### src/rtl/turn_sequencer.sv
// rtl/turn_sequencer.sv - game-flow FSM sequencing match check, reveal, move, win check and turn hand-over.
// Every output is a register loaded from the next-state logic, so pulses are clean single cycles.
module turn_sequencer #(
  parameter int REVEAL_CYCLES = 25000000,
  parameter int CNT_W         = 25
) (
  input  logic       clk,
  input  logic       rst,
  input  logic       btn_start,
  input  logic       btn_flip,
  input  logic [3:0] tile_sel,
  input  logic [1:0] N,
  input  logic       go,
  input  logic       W,
  output logic       check_req,
  output logic [3:0] tile_latched,
  output logic       reveal_on,
  output logic       move_en,
  output logic       next_turn,
  output logic       game_rst,
  output logic [1:0] cur_player,
  output logic       winner_valid,
  output logic [1:0] winner,
  output logic [2:0] state
);

  typedef enum logic [2:0] {
    S_IDLE      = 3'd0,
    S_WAIT_PICK = 3'd1,
    S_CHECK     = 3'd2,
    S_REVEAL    = 3'd3,
    S_ADVANCE   = 3'd4,
    S_WINCHK    = 3'd5,
    S_PASS      = 3'd6,
    S_GAMEOVER  = 3'd7
  } state_t;

  localparam logic [CNT_W-1:0] LP_LOAD = CNT_W'(REVEAL_CYCLES - 1);

  state_t           r_state, w_state;
  logic [1:0]       r_phase, w_phase;
  logic [CNT_W-1:0] r_cnt, w_cnt;
  logic             r_match, w_match;
  logic [1:0]       r_last, w_last;   // highest player index: players-1
  logic [1:0]       r_cur, w_cur;
  logic [3:0]       r_tile, w_tile;
  logic [1:0]       r_win, w_win;
  logic             r_wv, w_wv;
  logic             r_reveal, w_reveal;
  logic             r_check, w_check;
  logic             r_move, w_move;
  logic             r_next, w_next;
  logic             r_grst, w_grst;

  always_ff @(posedge clk or posedge rst) begin
    if (rst) begin
      r_state  <= S_IDLE;
      r_phase  <= 2'd0;
      r_cnt    <= '0;
      r_match  <= 1'b0;
      r_last   <= 2'd1;
      r_cur    <= 2'd0;
      r_tile   <= 4'd0;
      r_win    <= 2'd0;
      r_wv     <= 1'b0;
      r_reveal <= 1'b0;
      r_check  <= 1'b0;
      r_move   <= 1'b0;
      r_next   <= 1'b0;
      r_grst   <= 1'b0;
    end else begin
      r_state  <= w_state;
      r_phase  <= w_phase;
      r_cnt    <= w_cnt;
      r_match  <= w_match;
      r_last   <= w_last;
      r_cur    <= w_cur;
      r_tile   <= w_tile;
      r_win    <= w_win;
      r_wv     <= w_wv;
      r_reveal <= w_reveal;
      r_check  <= w_check;
      r_move   <= w_move;
      r_next   <= w_next;
      r_grst   <= w_grst;
    end
  end

  always_comb begin
    w_state  = r_state;
    w_phase  = r_phase;
    w_cnt    = r_cnt;
    w_match  = r_match;
    w_last   = r_last;
    w_cur    = r_cur;
    w_tile   = r_tile;
    w_win    = r_win;
    w_wv     = r_wv;
    w_reveal = r_reveal;
    w_check  = 1'b0;
    w_move   = 1'b0;
    w_next   = 1'b0;
    w_grst   = 1'b0;
    case (r_state)
      S_IDLE, S_GAMEOVER: begin
        if (btn_start) begin
          w_state = S_WAIT_PICK;
          w_grst  = 1'b1;
          w_last  = (N == 2'd0) ? 2'd1 : N;
          w_cur   = 2'd0;
          w_wv    = 1'b0;
        end
      end
      S_WAIT_PICK: begin
        if (btn_flip) begin
          w_state = S_CHECK;
          w_tile  = tile_sel;
          w_check = 1'b1;
          w_phase = 2'd0;
        end
      end
      S_CHECK: begin
        // phase 0 is the check_req cycle; go is valid two cycles later
        if (r_phase == 2'd2) begin
          w_match  = go;
          w_state  = S_REVEAL;
          w_reveal = 1'b1;
          w_cnt    = LP_LOAD;
        end else begin
          w_phase = r_phase + 2'd1;
        end
      end
      S_REVEAL: begin
        if (r_cnt == '0) begin
          w_reveal = 1'b0;
          if (r_match) begin
            w_state = S_ADVANCE;
            w_move  = 1'b1;
          end else begin
            w_state = S_PASS;
            w_next  = 1'b1;
          end
        end else begin
          w_cnt = r_cnt - CNT_W'(1);
        end
      end
      S_ADVANCE: w_state = S_WINCHK;
      S_WINCHK: begin
        if (W) begin
          w_win   = r_cur;
          w_wv    = 1'b1;
          w_state = S_GAMEOVER;
        end else begin
          w_state = S_WAIT_PICK;
        end
      end
      S_PASS: begin
        w_cur   = (r_cur == r_last) ? 2'd0 : r_cur + 2'd1;
        w_state = S_WAIT_PICK;
      end
      default: w_state = S_IDLE;
    endcase
  end

  assign check_req    = r_check;
  assign tile_latched = r_tile;
  assign reveal_on    = r_reveal;
  assign move_en      = r_move;
  assign next_turn    = r_next;
  assign game_rst     = r_grst;
  assign cur_player   = r_cur;
  assign winner_valid = r_wv;
  assign winner       = r_win;
  assign state        = r_state;

endmodule

### config.mk
export PLATFORM = sky130hd
export DESIGN_NAME = turn_sequencer
export DESIGN_NICKNAME = d
export VERILOG_FILES = /design/src/rtl/turn_sequencer.sv
export SDC_FILE = /design/constraint.sdc
export NUM_CORES = 1
export LEC_CHECK = 0
export BUFFER_PORTS_ARGS = -buffer_cell sky130_fd_sc_hd__buf_2
export CELL_PAD_IN_SITES_DETAIL_PLACEMENT = 0
export CELL_PAD_IN_SITES_GLOBAL_PLACEMENT = 1
export CORE_AREA = 4 4 77 79
export DETAILED_ROUTE_END_ITERATION = 8
export DIE_AREA = 0 0 81 83
export HOLD_SLACK_MARGIN = 0.1
export PLACE_DENSITY_LB_ADDON = 0.1
export SLEW_MARGIN = 10
export SYNTH_ARGS = -nofsm -noshare
export SYNTH_HDL_FRONTEND = slang
export SYNTH_SLANG_ARGS = --single-unit
export TNS_END_PERCENT = 1
### constraint.sdc
create_clock -name clk -period 4 [get_ports clk]
set_input_delay 0.8 -clock clk [delete_from_list [all_inputs] [get_ports clk]]
set_output_delay 0.8 -clock clk [all_outputs]
set_load 0.02 [all_outputs]
==> results of run 1 <==
==> stage by stage <==
stage | power [W] | instance area (sq um) | worst slack (ns) | hold WS (ns)
after floorplan | 0.001277 | 2459 | 1.856 | 0.4374
after global placement | 0.001425 | 2625 | 1.555 | 0.4829
after detailed placement | 0.001440 | 2625 | 1.519 | 0.4870
after CTS | 0.001858 | 2761 | 1.485 | 0.4878
after global routing | 0.001984 | 2761 | 1.195 | 0.5096
final | 0.001830 | 2761 | 1.503 | 0.4834
==> cell families after synthesis <==
kind of cell,after synthesis,share of synthesized area (%)
xor gates and xnor gates,11,3.918
adders and majority gates,3,1.527
and+or+nand+nor,111,25.45
DFF,47,47.89
buffers and inverters,20,3.970
muxes,16,6.819
AOI/OAI and AO/OA,40,10.43
==> layer usage <==
metal / global-route usage (%) / up-vias
met5: 0 / -
li1: - / 933
met3: 3.579 / 6
met2: 26.51 / 34
met1: 21.34 / 896
met4: 5.069 / 0
==> power by group through the flow <==
stage               clock, W  combinational [W]  sequential (W)
floorplan                  0           0.000444        0.000833
global placement           0           0.000581        0.000844
detailed placement         0           0.000594        0.000846
CTS                 0.000423           0.000598        0.000836
global route        0.000444           0.000668        0.000872
finish              0.000408           0.000586        0.000836
==> sequential cells by signal, summed over array words and instances, names as in the netlist <==
signal	count
r_cnt	25
tile_latched	4
state	3
cur_player	2
r_last	2
r_phase	2
winner	2
check_req	1
game_rst	1
move_en	1
next_turn	1
r_match	1
reveal_on	1
winner_valid	1
==> cell usage in the layout, fill, tap and decap left out, drive strengths merged, types with 10 or more instances in the layout <==
cell type / instances
dfrtp: 46
nand2: 31
buf: 29
nor2: 21
o21ai: 11
nor4: 11
mux2i: 10
==> worst max path at each step <==
stage	from	to	slack (ns)	cells after the start
after floorplan	r_cnt[12]	r_cnt[21]	1.86	5
after global placement	r_cnt[2]	state[0]	1.55	5
after detailed placement	r_cnt[2]	state[0]	1.52	5
after CTS	r_cnt[2]	state[0]	1.49	5
after global routing	r_cnt[0]	state[0]	1.20	7
final	r_cnt[2]	state[0]	1.50	5
==> layout make-up <==
class                      instances  area, sq um  area share [%]
clock buffer                       5        68.82           2.492
tap                               72        90.09           3.262
timing repair buffer              29        147.6           5.347
inverter                           7        26.28          0.9515
clock inverter                     3        67.56           2.447
multi-input combinational        181         1184           42.86
sequential                        47         1177           42.64
==> impl_metrics.yaml, run 1 <==
run_status:
  status: "finished, final reports clean"
synthesis:
  synth_common_cells: "46 x dfrtp_1, 31 x nand2_1, 21 x nor2_1"
  synth_most_common_cell: "dfrtp_1"
  async_reset_ff_share_pct: 100.0
  yosys_register_bits: 47
  synthDominantCellAreaShare_pct: 46.82
  ys_top_cells_by_area: "dfrtp_1 47%, nand2_1 4.7%, mux2i_1 4.1%"
  ys.flop_type: "dfrtp_1"
  yosysWarnings: 0
  synth.cell_area_sq_um: 2459
  synthCells: 248
  synth_edf_count: 0
  synth_top_cell_by_area: "dfrtp_1"
  yosysSeqAreaShare_pct: 47.89
  syn_nets: 263
  synth_cell_type_count: 56
  avgSynthCellArea_sq_um: 9.914
floorplan:
  die_w_um: 81
  start_util_pct: 46.06
  die_area_sq_um: 6723
  io-pin-count: 29
  placementRows: 27
  fp.dieH_um: 83
  core_area_sq_um: 5338
sta:
  fin_skew_ns: 0.008681
  setup_violations: 0
  relSlewSlack_pct: 34.70
  rsz0062_at_grt: "false"
  slew_viol_final: 0
  max_freq_mhz: 400.4
  layout_min_cycle_time_ns: 2.497
  hold_violations: 0
  worst_slew_pin_slew_ns: 0.9781
  setup_tns_ns: 0
  fin_crit_sh_pct: 62.43
layout:
  fin_nets: 286
  fillers: 517
  num_antenna_cells: 0
  postLayoutCoreUtil_pct: 51.73
  final_layout_size_suffix_gt1_share_pct: 20.59
  area_delta_synth_final_pct: 12.32
  final_cells: 344
route:
  dr.first_iter.drc_count: 69
  ant_nets: 0
  drt_wl_total_mm: 5.068
  drtPass1Iterations: 4
  vias: 1869
  m1WireLength_mm: 2.364
  drt-wirelength-per-cell_um: 14.73
  drc_errors: 0
  routed.top_layer: "met4"
  vias_per_cell: 5.433
  dr_wl_met3_um: 216
  wl_met2_mm: 2.409
power_and_ir_drop:
  seqPwrFrac_pct: 45.7
  intPower_w: 0.001146
  ir_drop_v: 0.0002964
  p_switching_w: 0.0006833
  power.density_nw_per_um2: 662.6
  combPwrFrac_pct: 32.0
  sw_frac_of_total_pct: 37.34
  p_leak_nw: 1.156
  clock_power_share_pct: 22.3
worst_setup_path:
  cp-end-kind: "flop"
  r2r_end: "state[0]"
  crit_type: "reg2reg"
  slowest_delay_ns: 0.66
  worstReg2RegStart: "r_cnt[2]"
  path_max_fanout: 6
  critPathArrivalTime_ns: 2.67
  path_cells: "nor4_2, nand3_2, nor4_1, a21oi_1, or3_1"
  reg2reg_depth: 5
  critical-path-top-delay-family: "simple AND/OR/NAND/NOR gates"
  cp_num_buf_inv: 0
  crit_required_ns: 4.18
  rrSetupSlack_ns: 1.50
  slowest_stage: "nor4_1"
  cp-start-kind: "flop"
global_routing:
  grt_overflow: 0
  grt_pass1_vias: 1826
  grt_pass1_wl_mm: 8.659
  grt.total_usage_pct: 16.28
  grt_antenna_before_repair: 0
  grt_max_degree: 48
clock_network:
  cts_tree: "built"
  cts_buffer_depth: 2
  cts_resized: 0
  cts_hold_buf: 0
  cts.sinks: 47
  clkLatencyLatePin_ns: 0.30
  numCtsBuffers: 5
  htreeDepth: 2
  cts.clk_slew.worst_paths_ns: 0.09
  post_cts_buffers: 0
  root_buffer: "clkbuf_8"
place:
  dp_cells: 336
  numPortBuffers: 28
  hpwl_mm: 3.510
  gp_congestion: 0.7366
worst_hold_path:
  whs_path_depth: 1
  whs_endpoint: "next_turn"
  hp-start: "r_match"
  hp-class: "reg2reg"
job:
  drv_cap: 0
Note: power is estimated with default switching activity, not from simulation.
==> inputs of run 2 (changes only) <==
--- a/config.mk
+++ b/config.mk
@@ -8,9 +8,9 @@
 export BUFFER_PORTS_ARGS = -buffer_cell sky130_fd_sc_hd__buf_2
 export CELL_PAD_IN_SITES_DETAIL_PLACEMENT = 0
 export CELL_PAD_IN_SITES_GLOBAL_PLACEMENT = 1
-export CORE_AREA = 4 4 77 79
+export CORE_AREA = 4 4 84 86
 export DETAILED_ROUTE_END_ITERATION = 8
-export DIE_AREA = 0 0 81 83
+export DIE_AREA = 0 0 88 90
 export HOLD_SLACK_MARGIN = 0.1
 export PLACE_DENSITY_LB_ADDON = 0.1
 export SLEW_MARGIN = 10
==> constraint.sdc (replaced) <==
create_clock -name clk -period 2.1 [get_ports clk]
set_input_delay 0.42 -clock clk [delete_from_list [all_inputs] [get_ports clk]]
set_output_delay 0.42 -clock clk [all_outputs]
set_load 0.02 [all_outputs]
==> run 2 against run 1 <==
Critical path depth unchanged. First-iteration DRC count down 28%. Total power up 110%. Critical path type unchanged. Highest routed layer unchanged.
==> impl_metrics.yaml, run 2 (synthesis gave the netlist of run 1 again) <==
clock_network:
  cts.clk_slew.worst_paths_ns: 0.10
  root_buffer: "clkbuf_8"
  htreeDepth: 2
  cts_hold_buf: 0
  cts.sinks: 47
  cts_tree: "built"
  numCtsBuffers: 5
  clkLatencyLatePin_ns: 0.30
  cts_buffer_depth: 2
route:
  dr.first_iter.drc_count: 50
  drtPass1Iterations: 4
  vias: 1992
  drc_errors: 0
  wl_met2_mm: 2.600
  drt_wl_total_mm: 5.467
  routed.top_layer: "met4"
  ant_nets: 0
  drt-wirelength-per-cell_um: 13.98
  m1WireLength_mm: 2.645
  dr_wl_met3_um: 177
  vias_per_cell: 5.095
worst_setup_path:
  reg2reg_depth: 5
  slowest_delay_ns: 0.58
  r2r_end: "r_cnt[21]"
  cp-end-kind: "flop"
  critical-path-top-delay-family: "simple AND/OR/NAND/NOR gates"
  critPathArrivalTime_ns: 2.34
  rrSetupSlack_ns: 0.0001
  path_max_fanout: 4
  cp_num_buf_inv: 0
  crit_required_ns: 2.34
  worstReg2RegStart: "r_cnt[13]"
  crit_type: "reg2reg"
  slowest_stage: "or4_4"
  path_cells: "or4_4, nor3_2, or4b_4, or4_1, nand3_1"
  cp-start-kind: "flop"
sta:
  fin_skew_ns: 0.006382
  setup_tns_ns: 0
  relSlewSlack_pct: 68.88
  worst_slew_pin_slew_ns: 0.4626
  slew_viol_final: 0
  layout_min_cycle_time_ns: 2.100
  fin_crit_sh_pct: 100.0
  setup_slack_ns: 0.0001033
  setup_violations: 0
  rsz0062_at_grt: "true"
  max_freq_mhz: 476.2
  hold_violations: 0
place:
  gp_congestion: 0.7512
  hpwl_mm: 3.986
  numPortBuffers: 28
  pre_cts_ws_ns: -0.01468
  dp_cells: 383
  place_area_sq_um: 2980
layout:
  fin_area_sq_um: 3138
  layout_commonest_cell: "dfrtp_1"
  layout_common_cells: "46 x dfrtp_1, 40 x buf_4, 31 x nand2_1, 28 x buf_2, 21 x nor2_1"
  final_layout_size_suffix_gt1_share_pct: 33.76
  area_delta_synth_final_pct: 27.63
  largest_reg_flops: 25
  num_antenna_cells: 0
  top_register: "r_cnt"
  fin_nets: 328
  final_cells: 391
global_routing:
  grt_overflow: 0
  grt_max_degree: 27
  grt_pass1_wl_mm: 9.308
  grt_pass1_vias: 1913
  grt_antenna_before_repair: 0
  grt.total_usage_pct: 14.65
floorplan:
  io-pin-count: 29
  fp.dieH_um: 90
  die_w_um: 88
  die_area_sq_um: 7920
  core_area_sq_um: 6277
  start_util_pct: 39.17
  placementRows: 29
run_status:
  status: "finished, final reports clean"
worst_hold_path:
  hp-class: "in2async"
power_and_ir_drop:
  p_leak_nw: 1.373
  ir_drop_v: 0.0005341
  power_w: 0.003789
  power.density_nw_per_um2: 1207
job:
  drv_cap: 0
-- run 2: cell count changes in the layout (fill, tap and decap cells not counted), sizes merged --
cell      previous run  this run
clkinvlp             1         0
clkinv               0         1
inv                  7         8
buf                 29        71
bufinv               2         1
-- run 2: repair_timing --
item,4_1_cts,5_1_grt
setup buffers,1,1
endpoints found under the setup margin,3,8
pin swaps,1,5
resized for setup,1,8
-- run 2: area by class of cell --
cell class              instances  area [sq um]
flip-flops and latches         47          1177
fillers                       598          3139
multi-input cells             181          1230
inverters                       7         26.28
repair buffers                 71         491.7
clock inverters                 3         47.55
clock buffers                   5         68.82
well taps                      77         96.34
-- run 2: routing by layer --
metal  global-route usage [%]  vias to the layer above
met2                    23.56                       20
li1                         -                     1024
met5                        0                        -
met4                    3.069                        0
met1                    20.35                      943
met3                    2.834                        5
-- run 2: power breakdown --
| part | leakage [nW] | internal [W] | switching [W] |
|---|---|---|---|
| logic | 0.761 | 0.000775 | 0.000852 |
| registers | 0.553 | 0.00123 | 0.000242 |
| clock network | 0.0587 | 0.000361 | 0.000332 |
-- run 2: worst register-to-register path, cell delays in order (launching register included) --
cell and delay, ns:
dfrtp_1 0.38, or4_4 0.58, nor3_2 0.11, or4b_4 0.48
or4_1 0.40, nand3_1 0.07
-- run 2: worst max path at each step --
| stage | from | end | slack [ns] | cells past startpoint |
|---|---|---|---|---|
| 2_1_floorplan | r_cnt[13] | r_cnt[21] | 0.02 | 5 |
| 3_3_place_gp | r_cnt[0] | r_cnt[21] | 0.01 | 8 |
| 3_5_place_dp | r_cnt[1] | state[0] | -0.01 | 8 |
| 4_1_cts | r_cnt[0] | r_cnt[21] | -0.03 | 8 |
| 5_1_grt | r_cnt[0] | r_cnt[21] | -0.07 | 8 |
| 6_report | r_cnt[13] | r_cnt[21] | 0.0001 | 5 |
-- run 2: metrics by stage --
step	hold slack, ns	utilization [%]
after global routing	0.1597	49.99
after floorplan	0.4374	-
after global placement	0.4765	47.48
after CTS	0.1381	49.43
after detailed placement	0.4746	47.48
final	0.1225	49.99
